--- src/rtl/alu_sequencer.sv ---
// Drives a combinational 8-bit ALU one byte per cycle to run NBYTES-wide ADD/RSH/XOR/AND.
// Latency: NBYTES EXEC cycles, then the response is held until it is taken.
// Backpressure: req_ready only in IDLE; rsp_* stay stable while rsp_ready is low.
module alu_sequencer #(
    parameter int NBYTES = 2
) (
    input  logic                Clk,
    input  logic                Reset,
    input  logic                req_valid,
    output logic                req_ready,
    input  logic [2:0]          req_op,
    input  logic [8*NBYTES-1:0] req_a,
    input  logic [8*NBYTES-1:0] req_b,
    input  logic                req_cin,
    output logic                rsp_valid,
    input  logic                rsp_ready,
    output logic [8*NBYTES-1:0] rsp_data,
    output logic                rsp_cout,
    output logic                rsp_zero,
    output logic                busy,
    output logic [2:0]          alu_op,
    output logic [7:0]          alu_a,
    output logic [7:0]          alu_b,
    output logic                alu_sc_in,
    input  logic [7:0]          alu_out,
    input  logic                alu_sc_out,
    input  logic                alu_zero
);

    localparam int W  = 8 * NBYTES;
    localparam int IW = $clog2(NBYTES) + 1;

    // Only the chained ops are decoded here; every other code goes straight to the ALU.
    localparam logic [2:0] kADD = 3'd1;
    localparam logic [2:0] kRSH = 3'd2;

    typedef enum logic [1:0] {
        IDLE = 2'd0,
        EXEC = 2'd1,
        DONE = 2'd2
    } state_e;

    state_e          state_q, state_d;
    logic [2:0]      op_q, op_d;
    logic [W-1:0]    a_q, a_d;
    logic [W-1:0]    b_q, b_d;
    logic [W-1:0]    result_q, result_d;
    logic [IW-1:0]   idx_q, idx_d;
    logic            carry_q, carry_d;
    logic            zacc_q, zacc_d;

    logic [IW-1:0]   byte_i;
    logic            last_byte;
    logic            op_chained;

    // Right shift walks MSB first so each shifted-out bit lands in the next lower byte.
    assign byte_i     = (op_q == kRSH) ? (IW'(NBYTES - 1) - idx_q) : idx_q;
    assign last_byte  = (idx_q == IW'(NBYTES - 1));
    assign op_chained = (op_q == kADD) || (op_q == kRSH);

    always_ff @(posedge Clk) begin
        if (Reset) begin
            state_q  <= IDLE;
            op_q     <= '0;
            a_q      <= '0;
            b_q      <= '0;
            result_q <= '0;
            idx_q    <= '0;
            carry_q  <= 1'b0;
            zacc_q   <= 1'b0;
        end else begin
            state_q  <= state_d;
            op_q     <= op_d;
            a_q      <= a_d;
            b_q      <= b_d;
            result_q <= result_d;
            idx_q    <= idx_d;
            carry_q  <= carry_d;
            zacc_q   <= zacc_d;
        end
    end

    always_comb begin
        state_d  = state_q;
        op_d     = op_q;
        a_d      = a_q;
        b_d      = b_q;
        result_d = result_q;
        idx_d    = idx_q;
        carry_d  = carry_q;
        zacc_d   = zacc_q;
        case (state_q)
            IDLE: begin
                if (req_valid) begin
                    state_d = EXEC;
                    op_d    = req_op;
                    a_d     = req_a;
                    b_d     = req_b;
                    idx_d   = '0;
                    zacc_d  = 1'b1;
                    carry_d = ((req_op == kADD) || (req_op == kRSH)) ? req_cin : 1'b0;
                end
            end
            EXEC: begin
                for (int k = 0; k < NBYTES; k++) begin
                    if (byte_i == IW'(k)) begin
                        result_d[8*k +: 8] = alu_out;
                    end
                end
                carry_d = alu_sc_out;
                zacc_d  = zacc_q & alu_zero;
                idx_d   = idx_q + 1'b1;
                if (last_byte) begin
                    state_d = DONE;
                end
            end
            DONE: begin
                if (rsp_ready) begin
                    state_d = IDLE;
                end
            end
            default: begin
                state_d = IDLE;
            end
        endcase
    end

    always_comb begin
        req_ready = 1'b0;
        rsp_valid = 1'b0;
        rsp_data  = '0;
        rsp_cout  = 1'b0;
        rsp_zero  = 1'b0;
        busy      = 1'b0;
        alu_op    = 3'd0;
        alu_a     = 8'd0;
        alu_b     = 8'd0;
        alu_sc_in = 1'b0;
        case (state_q)
            IDLE: begin
                req_ready = ~Reset;
            end
            EXEC: begin
                busy      = 1'b1;
                alu_op    = op_q;
                alu_sc_in = carry_q;
                for (int k = 0; k < NBYTES; k++) begin
                    if (byte_i == IW'(k)) begin
                        alu_a = a_q[8*k +: 8];
                        alu_b = b_q[8*k +: 8];
                    end
                end
            end
            DONE: begin
                busy      = 1'b1;
                rsp_valid = 1'b1;
                rsp_data  = result_q;
                rsp_cout  = op_chained ? carry_q : 1'b0;
                rsp_zero  = zacc_q;
            end
            default: begin
                busy = 1'b0;
            end
        endcase
    end

endmodule
--- config.mk ---
export PLATFORM = sky130hd
export DESIGN_NAME = alu_sequencer
export DESIGN_NICKNAME = d
export VERILOG_FILES = /design/src/rtl/alu_sequencer.sv
export SDC_FILE = /design/constraint.sdc
export NUM_CORES = 1
export LEC_CHECK = 0
export CAP_MARGIN = 10
export CORE_MARGIN = 2
export CORE_UTILIZATION = 45
export CTS_CLUSTER_DIAMETER = 120
export DETAILED_ROUTE_END_ITERATION = 8
export HOLD_SLACK_MARGIN = 0.05
export PLACE_DENSITY_LB_ADDON = 0.05
export SYNTH_ARGS = -nofsm -noshare
export SYNTH_HDL_FRONTEND = slang
export SYNTH_SLANG_ARGS = --single-unit
--- constraint.sdc ---
create_clock -name Clk -period 2.3 [get_ports Clk]
set_input_delay 0.345 -clock Clk [delete_from_list [all_inputs] [get_ports Clk]]
set_output_delay 0.345 -clock Clk [all_outputs]
set_load 0.02 [all_outputs]
==> results of run 1 <==
-- final cells by class --
cell class	instances	area, um2	area share
flip-flops and latches	57	1140	0.288
multi-input cells	226	1400	0.352
clock inverters	2	12.5	0.00316
well taps	72	90.1	0.0227
inverters	5	18.8	0.00473
clock buffers	13	169	0.0426
repair buffers	113	1140	0.287
-- critical path, stage by stage (launching register included) --
cell and delay, ns:
sky130_fd_sc_hd__dfxtp_2 0.33, sky130_fd_sc_hd__inv_2 0.07, sky130_fd_sc_hd__ha_4 0.13, sky130_fd_sc_hd__or3b_4 0.41, sky130_fd_sc_hd__mux2i_4 0.18, sky130_fd_sc_hd__buf_12 0.14
sky130_fd_sc_hd__buf_16 0.11, sky130_fd_sc_hd__a22o_1 0.17, sky130_fd_sc_hd__buf_6 0.13
-- path summary, 6_finish.rpt --
kind                            from              endpoint  slack [ns]  cells past startpoint
min reg2reg      b_q[4]$_SDFFE_PP0P_   b_q[4]$_SDFFE_PP0P_        0.45                      2
min              b_q[4]$_SDFFE_PP0P_   b_q[4]$_SDFFE_PP0P_        0.45                      2
max reg2reg  state_q[0]$_SDFFE_PP0P_  carry_q$_SDFFE_PP0P_        0.58                      6
max          state_q[1]$_SDFFE_PP0P_              alu_b[6]       -0.03                      8
-- cells in the mapped netlist, drive strengths merged --
library cell and number:
inv 5, nand3 1, nand2 73, nor2 2
a22o 16, a221oi 1, nand4 2, ha 6
nor3 1, o21ai 1, nand3b 2, nor2b 4
xor2 1, o21bai 1, a32oi 1, xnor2 1
mux2i 19, buf 4, mux2 1, dfxtp 57
nand2b 27, or3b 2, o31ai 2, and2 22
clkbuf 17, a21oi 40
-- cell families after synthesis --
| group | count (synthesis) | synth area share |
|---|---|---|
| adder cells (fa/ha/maj) | 6 | 0.0284 |
| AO/OA/AOI/OAI | 62 | 0.146 |
| AND/OR/NAND/NOR | 136 | 0.254 |
| buffers and inverters | 26 | 0.0468 |
| flip-flops | 57 | 0.431 |
| XOR/XNOR | 2 | 0.00662 |
| multiplexers | 20 | 0.0870 |
-- metrics by stage --
stage	setup WS, ns	util	cell area [um2]
after global placement	-0.145	0.655	3670
after floorplan	0.230	-	2650
after detailed placement	-0.162	0.655	3670
final	-0.0322	0.707	3970
after global routing	-0.114	0.707	3970
after CTS	-0.0716	0.700	3930
-- cell usage in the layout, fill, tap and decap left out, types with 2 or more instances in the layout --
| master | netlist | layout |
|---|---|---|
| sky130_fd_sc_hd__dlymetal6s2s_1 | 0 | 3 |
| sky130_fd_sc_hd__buf_6 | 3 | 20 |
| sky130_fd_sc_hd__nand3b_1 | 2 | 2 |
| sky130_fd_sc_hd__dlygate4sd2_1 | 0 | 15 |
| sky130_fd_sc_hd__clkdlybuf4s15_1 | 0 | 2 |
| sky130_fd_sc_hd__buf_12 | 0 | 2 |
| sky130_fd_sc_hd__and2_1 | 21 | 21 |
| sky130_fd_sc_hd__o31ai_1 | 2 | 2 |
| sky130_fd_sc_hd__a21oi_1 | 40 | 40 |
| sky130_fd_sc_hd__nor2b_1 | 4 | 4 |
| sky130_fd_sc_hd__or3b_4 | 1 | 2 |
| sky130_fd_sc_hd__dfxtp_1 | 57 | 56 |
| sky130_fd_sc_hd__buf_4 | 1 | 16 |
| sky130_fd_sc_hd__nand2b_1 | 27 | 27 |
| sky130_fd_sc_hd__clkdlybuf4s50_1 | 0 | 53 |
| sky130_fd_sc_hd__nand2_1 | 73 | 73 |
| sky130_fd_sc_hd__inv_1 | 5 | 4 |
| sky130_fd_sc_hd__nand4_1 | 2 | 2 |
| sky130_fd_sc_hd__nor2_1 | 2 | 2 |
| sky130_fd_sc_hd__a22o_1 | 16 | 16 |
| sky130_fd_sc_hd__mux2i_1 | 17 | 17 |
| sky130_fd_sc_hd__ha_1 | 6 | 5 |
| sky130_fd_sc_hd__mux2i_4 | 2 | 2 |
| sky130_fd_sc_hd__clkbuf_8 | 0 | 12 |
-- power groups by stage --
stage	registers, W	clock network [W]	logic [W]
2_1_floorplan	0.00127	0	0.000782
3_5_place_dp	0.00129	0	0.00123
5_1_grt	0.00130	0.000909	0.00144
4_1_cts	0.00127	0.000858	0.00131
3_3_place_gp	0.00129	0	0.00120
6_report	0.00128	0.000840	0.00132
-- layer usage --
metal  vias up  share of wire  track usage
li1       1230              -            -
met1      1147           0.44        0.267
met2        64           0.49        0.361
met3         6          0.060       0.0539
met4         0          0.011       0.0763
met5         -              0            0
-- what timing repair did --
action / 4_1_cts / 5_1_grt
pin swaps: 1 / 2
buffers inserted: 4 / 0
setup endpoints to repair: 33 / 23
resized for setup: 115 / 13
cloned: 1 / 0
-- state kept, by name, indices dropped and copies added (netlist names) --
| name | count |
|---|---|
| a_q | 16 |
| b_q | 16 |
| result_q | 16 |
| op_q | 3 |
| idx_q | 2 |
| state_q | 2 |
| carry_q | 1 |
| zacc_q | 1 |
==> impl_results.md, run 1 <==
* Tmin final at approximately 2.3 ns
* Setup-failing EPs final at 4
* Number of antenna violations at the first check in global routing at 0
* Detailed placement HPWL at 4.46 mm
* TritonCTS buffer count at 9
* Overall routing resource usage at 0.215
* Count of routing violations after the opening detailed-route iteration at 111
* Number of max-capacitance violations reported at 0
* Number of unique standard cell types used by synthesis at 30
* Final std cells w/o fill at 488
* Post-cts hold buffer count at 0
* Synthesized Nets at 365
* Power dissipated by switching net loads at 0.00115 W
* Total Nets Final at about 470
* Critical Path Sink Type: output pin
* Effective utilization at floorplan at 0.472
* Register share of total power at 0.372
* Worst VDD drop at ~0.55 mV
* TritonCTS clock tree: yes
* Crit path DAT at 1.99 ns
* Post-layout worst setup margin at -0.0322 ns
* Area growth from synthesis to layout at 49.9%
* Leading cell types by total area after synthesis: sky130_fd_sc_hd__dfxtp_1 (43%), sky130_fd_sc_hd__nand2_1 (10%), sky130_fd_sc_hd__a21oi_1 (7.6%)
* Share of final-layout standard cells stronger than drive strength 1 at 0.151
* Row Count at 27
* Dominant cell type by area after synthesis: sky130_fd_sc_hd__dfxtp_1
* Source-to-sink clock delay at the later pin of the worst-skew pair at 0.32 ns
* First-pass iteration count of the detailed router at 4
* Net Sw Frac at 0.335
* Cell total after placement at 468
* Clk network pwr share at 0.244
* Count of buffers inserted at the top-level ports at 90
* HP Class: reg2reg
* Type of origin of the critical path: flop
* Worst-path clk slew at 0.06 ns
* CTS HTree Levels at 3
* Fin crit share at 1.01
* Total number of vias at 2447
* Synthesized netlist cell count at 309
* Average instance area after synthesis at 8.56 um2
* Global-route wire length before repair at between 10 and 15 mm
* CTS Buffer Depth at 2
* Top cell type's share of synthesized area at 0.431
* Register area share after synthesis at 0.431
* Number of fill cells in the layout at 469
* Design internal power at approximately 0.0023 W
* Fin Clk Skew at 0.00539 ns
* Antenna fix cells at 0
* Detailed Route WL at 6.68 mm
* Antenna-violating nets left at 0
* Cell Area, Synth at 2650 um2
* Largest net degree at the start of global routing at between 60 and 70
* Status: finished, violations left
* Relative max-transition margin at 0.592
* Transition time at the pin with the least slew margin at 0.611 ns
* Detailed-route vias per instance at around 5.0
* Core box area at about 5600 um2
* Total power density per cell area at 867 nW/um2
* Clock sinks at 57
* Critical Setup Path Class: reg2out
* Final Max Slew Viols at 0
* Required time worst endpoint at 1.96 ns
* Number of remaining DRC errors at 0
* Critical path peak fanout at 5
* Average detailed-routed wire length per instance at ~14 um
* Number of endpoints with negative hold slack in the final report at 0
* Violations in the final reports: negative setup slack
* Proportion of power drawn by combinational gates at 0.384
* Vias in the first global route at 2327
* Height of the die at 80.7 um
* Chip Width at 80.7 um
* Warnings from Yosys at 0
* Hold slack final at 0.454 ns
* Die Footprint at ~6500 um2
* Total negative slack for setup checks at -0.0633 ns
* Total overflow reported by the global router at 0
* Lkg Pwr at about 1.7 nW
* Weighted congestion reported at the end of routability-driven placement at around 0.82
* Clock Root Buffer: sky130_fd_sc_hd__clkbuf_8
* Number of synthesized register bits at 57
* I/O pin count at 91
* Design Power at 0.00344 W
* Peak Freq at 429 MHz
* RSZ-0062 raised after global routing: true
Note: power is estimated with default switching activity, not from simulation.
==> inputs of run 2 (changes only) <==
- CORE_UTILIZATION: 45 -> 47
- CTS_BUF_LIST: default -> sky130_fd_sc_hd__clkbuf_8
==> impl_results.md, run 2 (same netlist as run 1, synthesis figures left out) <==
* Share of final-layout standard cells stronger than drive strength 1 at 0.162
* Vias in the first global route at 2338
* Lkg Pwr at ~1.8 nW
* Total power density per cell area at 933 nW/um2
* Area growth from synthesis to layout at 52.5%
* Relative max-transition margin at 0.599
* Weighted congestion reported at the end of routability-driven placement at ~0.77
* Worst VDD drop at 0.555 mV
* Number of antenna violations at the first check in global routing at 0
* Registers with the highest flip-flop counts: a_q: 16 flops, b_q: 16 flops, result_q: 16 flops
* Clock sinks at 57
* CTS HTree Levels at 3
* Transition time at the pin with the least slew margin at 0.601 ns
* Final Max Slew Viols at 0
* Clock Root Buffer: sky130_fd_sc_hd__clkbuf_8
* Placed instance area at 3670 um2
* Detailed Route WL at 6.63 mm
* Tmin final at ~2.4 ns
* TritonCTS clock tree: yes
* Crit path DAT at 2.02 ns
* Worst hold path stage count at 2
* Total overflow reported by the global router at 0
* Core utilization of the finished layout at 0.737
* TritonCTS buffer count at 9
* First-pass iteration count of the detailed router at 4
* Critical Setup Path Class: reg2out
* Violations in the final reports: negative setup slack
* Post-layout worst setup margin at -0.0615 ns
* Detailed placement HPWL at 4.17 mm
* Count of buffers inserted at the top-level ports at 90
* Average detailed-routed wire length per instance at 13.5 um
* Maximum cell stage delay along the critical path at 0.40 ns
* Die Footprint at 6240 um2
* Peak Freq at 423 MHz
* Required time worst endpoint at between 1.5 and 2 ns
* Slowest cell on the critical path: sky130_fd_sc_hd__or3b_4
* Post-cts hold buffer count at 0
* Leading cell type in the layout, fill and taps excluded: sky130_fd_sc_hd__nand2_1
* Sequence of cells on the critical path: inv_2 -> ha_4 -> or3b_4 -> mux2i_4 -> buf_4 -> buf_16 -> a22o_1 -> buf_6
* Antenna-violating nets left at 0
* Setup-failing EPs final at 16
* Logic depth of the worst register-to-register path at 9
* Largest net degree at the start of global routing at 66
* Detailed-route vias per instance at ~5.0
* Total number of vias at 2441
* Source-to-sink clock delay at the later pin of the worst-skew pair at 0.34 ns
* Highest-count cells in the layout ignoring fill and taps: sky130_fd_sc_hd__nand2_1 (73), sky130_fd_sc_hd__dfxtp_1 (55), sky130_fd_sc_hd__clkdlybuf4s50_1 (52), sky130_fd_sc_hd__a21oi_1 (40), sky130_fd_sc_hd__nand2b_1 (27)
* Number of endpoints with negative hold slack in the final report at 0
* Antenna fix cells at 0
* Core box area at 5470 um2
* Fin Clk Skew at 0.0112 ns
* Status: finished, violations left
* I/O pin count at 91
* Fin crit share at 1.03
* Chip Width at 79.0 um
* Effective utilization at floorplan at 0.483
* Overall routing resource usage at 0.228
* Critical path peak fanout at 4
* Pre-CTS worst setup slack at -0.160 ns
* Type of origin of the critical path: flop
* Number of max-capacitance violations reported at 0
* Critical Path Sink Type: output pin
* CTS Buffer Depth at 2
* Number of remaining DRC errors at 0
* Number of fill cells in the layout at roughly 430
* Global-route wire length before repair at 11.1 mm
* Total Nets Final at 471
* Row Count at 27
* HP Class: reg2reg
* Fin area at a little over 4000 um2
* Worst-path clk slew at 0.06 ns
* Height of the die at 79.0 um
* Count of routing violations after the opening detailed-route iteration at 98
* RSZ-0062 raised after global routing: true
## run 2: critical path: cells and delay by family (launching register included)
family | cells | cell delay, ns
buffers and inverters | 4 | 0.47
AOI/OAI and AO/OA | 1 | 0.16
and+or+nand+nor | 1 | 0.40
adders and majority gates | 1 | 0.13
muxes | 1 | 0.21
DFF | 1 | 0.32
## run 2: per-layer routing
layer / part of all wire / vias up / track usage / routed length [um]
li1: - / 1244 / - / -
met1: 0.44 / 1108 / 0.291 / 2940
met2: 0.47 / 78 / 0.362 / 3140
met3: 0.063 / 11 / 0.0557 / 418
met4: 0.020 / 0 / 0.107 / 134
met5: 0 / - / 0 / 0
## run 2: repair_timing
action / in CTS / in global routing
buffers inserted: 7 / 1
pin swaps: 9 / 0
resized for setup: 125 / 3
gates cloned: 2 / 0
setup endpoints to repair: 34 / 18
## run 2: stage by stage
step | setup TNS [ns] | std cells | hold slack [ns] | total power, W
6_report | -0.594 | 491 | 0.455 | 0.00376
5_1_grt | -1.65 | 491 | 0.470 | 0.00398
4_1_cts | -1.22 | 490 | 0.456 | 0.00377
3_5_place_dp | -2.43 | 466 | 0.447 | 0.00252
3_3_place_gp | -1.66 | 466 | 0.443 | 0.00250
2_1_floorplan | 0 | 309 | 0.436 | 0.00206
## run 2: power by group
part	switching [W]	total (W)	leakage, nW	internal (W)
sequential	0.000101	0.00128	0.467	0.00118
clock	0.000397	0.00103	0.113	0.000633
combinational	0.000717	0.00145	1.20	0.000736
## run 2: final cells by class
type                       instances  area [um2]  share of cell area
timing repair buffer             116        1170               0.290
clock inverter                     5        78.8              0.0195
clock buffer                      10         138              0.0341
sequential                        57        1140               0.284
tap                               72        90.1              0.0223
inverter                           5        18.8             0.00465
multi-input combinational        226        1400               0.346
## run 2: worst paths after layout
kind,startpoint,end,slack (ns)
max,state_q[1]$_SDFFE_PP0P_,alu_b[6],-0.06
min,a_q[9]$_SDFFE_PP0P_,a_q[9]$_SDFFE_PP0P_,0.45
max reg2reg,state_q[1]$_SDFFE_PP0P_,result_q[0]$_SDFFE_PP0P_,0.34
min reg2reg,a_q[9]$_SDFFE_PP0P_,a_q[9]$_SDFFE_PP0P_,0.45
==> RTL change, RTL diff (config.mk and constraints of run 2) <==
Make the reset (`Reset`) asynchronous in one clocked block.
--- a/src/rtl/alu_sequencer.sv
+++ b/src/rtl/alu_sequencer.sv
@@ -60,3 +60,3 @@
 
-    always_ff @(posedge Clk) begin
+    always_ff @(posedge Clk or posedge Reset) begin
         if (Reset) begin
Behaviour: differs if Reset is asserted again (counterexample within 4 cycles, from zero or initial values and one cycle with Reset high); with Reset held inactive, the same outputs for 10 cycles.
==> RTL change against run 2 <==
- the run still ends with setup timing left
- sequential share of layout area grew 6.9 points
- routed wire length shrank 13%
- total power grew 46%
- cell area grew 0.25%
- utilization grew 0.18 points
- fmax shrank 2.5%
- area after synthesis grew 0.19%
- worst setup slack lost 0.061 ns
- hold slack lost 0.0069 ns
- sequential cell count is the same
- critical path type unchanged
- largest power group unchanged
==> RTL change: results (changes against run 2) <==
{| class="wikitable"
! Metric !! Value
|-
| Vias || 1952 (was 2441)
|-
| Type of the most critical hold path || input pin to async pin (was flop to flop)
|-
| Total length of routed met2 wires || 2.92 mm (was 3.14 mm)
|-
| Wire length of the first global-routing pass || 9.72 mm (was 11.1 mm)
|-
| Met3 wirelength from detailed routing || 352 um (was 418 um)
|-
| Share of layout cells above drive strength 1 || 0.356 (was 0.162)
|-
| Total of endpoints with negative setup slack in the final report || 16 (unchanged)
|-
| Final net count || 367 (was 471)
|-
| Setup ws final || -0.122 ns (was -0.0615 ns)
|-
| Switching fraction of total power || 0.346 (was 0.323)
|-
| HPWL reported at the end of detailed placement || 4.10 mm (was 4.17 mm)
|-
| Routed metal-1 wirelength || 2.39 mm (was 2.94 mm)
|-
| Largest net degree at the start of global routing || 36 (was 66)
|-
| Filler cell count in the final layout || 425 (was 427)
|-
| Number of design-rule violations left by the first detailed-router iteration || 51 (was 98)
|-
| Unique cell type count in the Yosys netlist || 29 (was 30)
|-
| Max VDD drop || 0.000926 V (was 0.000555 V)
|-
| Outcome || finished, violations left (unchanged)
|-
| Synthesized net count || 250 (was 365)
|-
| Top cells by area in the synthesized netlist || sky130_fd_sc_hd__dfrtp_1 (54%), sky130_fd_sc_hd__mux2_2 (20%), sky130_fd_sc_hd__a22o_1 (5.3%) (was sky130_fd_sc_hd__dfxtp_1 (43%), sky130_fd_sc_hd__nand2_1 (10%), sky130_fd_sc_hd__a21oi_1 (7.6%))
|-
| Clock-net power || 846 uW (was 1.03 mW)
|-
| Setup slack at placement || -0.203 ns (was -0.160 ns)
|-
| Signal arrival time at the worst endpoint || 2.08 ns (was 2.02 ns)
|-
| Number of cell instances on the worst register-to-register path || 8 (was 9)
|-
| Sequential fraction of the synthesis area || 0.538 (was 0.431)
|-
| Total placed instance area || 3780 sq um (was 3670 sq um)
|-
| Transition at the pin with the smallest max-transition slack || 0.590 ns (was 0.601 ns)
|-
| Leading cell types by count after synthesis || sky130_fd_sc_hd__dfrtp_1 (57), sky130_fd_sc_hd__mux2_2 (46), sky130_fd_sc_hd__and2_1 (21), sky130_fd_sc_hd__a22o_1 (16), sky130_fd_sc_hd__mux2_1 (7) (was sky130_fd_sc_hd__nand2_1 (73), sky130_fd_sc_hd__dfxtp_1 (57), sky130_fd_sc_hd__a21oi_1 (40), sky130_fd_sc_hd__nand2b_1 (27), sky130_fd_sc_hd__and2_1 (21))
|-
| Met3 track demand over resource || 0.0409 (was 0.0557)
|-
| Failing checks || setup timing (unchanged)
|-
| Worst Clk Skew || 0.00831 ns (was 0.0112 ns)
|-
| Static power due to leakage || 1.85 nW (was 1.78 nW)
|-
| Met2 track utilization from global routing || 0.333 (was 0.362)
|-
| Aggregate global-route resource usage || 0.201 (was 0.228)
|-
| Routability Congestion || 0.788 (was 0.775)
|-
| Worst flop-to-flop path startpoint || state_q[1] (unchanged)
|-
| Worst flop-to-flop path endpoint || result_q[12] (was result_q[0])
|-
| Hold slack || 0.448 ns (was 0.455 ns)
|-
| Routed wire length || 5.74 mm (was 6.63 mm)
|}
-- RTL change: timing repair --
item                                    in CTS  in global routing
pin swaps                                    0                 17
resized for setup                          106                 21
endpoints found under the setup margin      36                 17
setup buffers                                1                  1
cloned                                       0                  1
endpoints found under the hold margin        0                  0
-- RTL change: through the flow --
stage                     power, mW  cells  TNS (ns)
after global routing           5.87    387     -2.35
after global placement         4.52    369     -2.74
final                          5.51    387     -1.32
after CTS                      5.38    385    -0.981
after detailed placement       4.57    369     -2.65
after floorplan                3.43    194         0
-- RTL change: worst max-delay path by stage --
stage / startpoint / endpoint / slack, ns
finish: state_q[1] / alu_a[2] / -0.12
global route: state_q[1] / alu_a[2] / -0.18
CTS: state_q[1] / alu_b[4] / -0.09
detailed placement: state_q[1] / alu_b[4] / -0.20
global placement: state_q[1] / alu_b[4] / -0.20
floorplan: state_q[1] / alu_a[1] / 0.14
-- RTL change: cell type report --
cell class	instances	area, sq um	area share
flip-flops and latches	57	1430	0.353
multi-input cells	122	1170	0.290
repair buffers	115	1150	0.284
clock buffers	12	165	0.0409
well taps	72	90.1	0.0223
inverters	6	22.5	0.00557
clock inverters	3	16.3	0.00402
-- RTL change: critical path, delay by kind of cell (launching register included) --
family,cells,cell delay (ns)
buffers and inverters,3,0.41
AND/OR/NAND/NOR,1,0.41
flip-flops,1,0.38
multiplexers,1,0.26
AO/OA/AOI/OAI,1,0.16
adder cells (fa/ha/maj),1,0.13
-- RTL change: kinds of logic after synthesis --
logic type / synth area share
flip-flops: 0.538
multiplexers: 0.243
AND/OR/NAND/NOR: 0.0845
AO/OA/AOI/OAI: 0.0708
buffers and inverters: 0.0288
adder cells (fa/ha/maj): 0.0283
XOR/XNOR: 0.00661
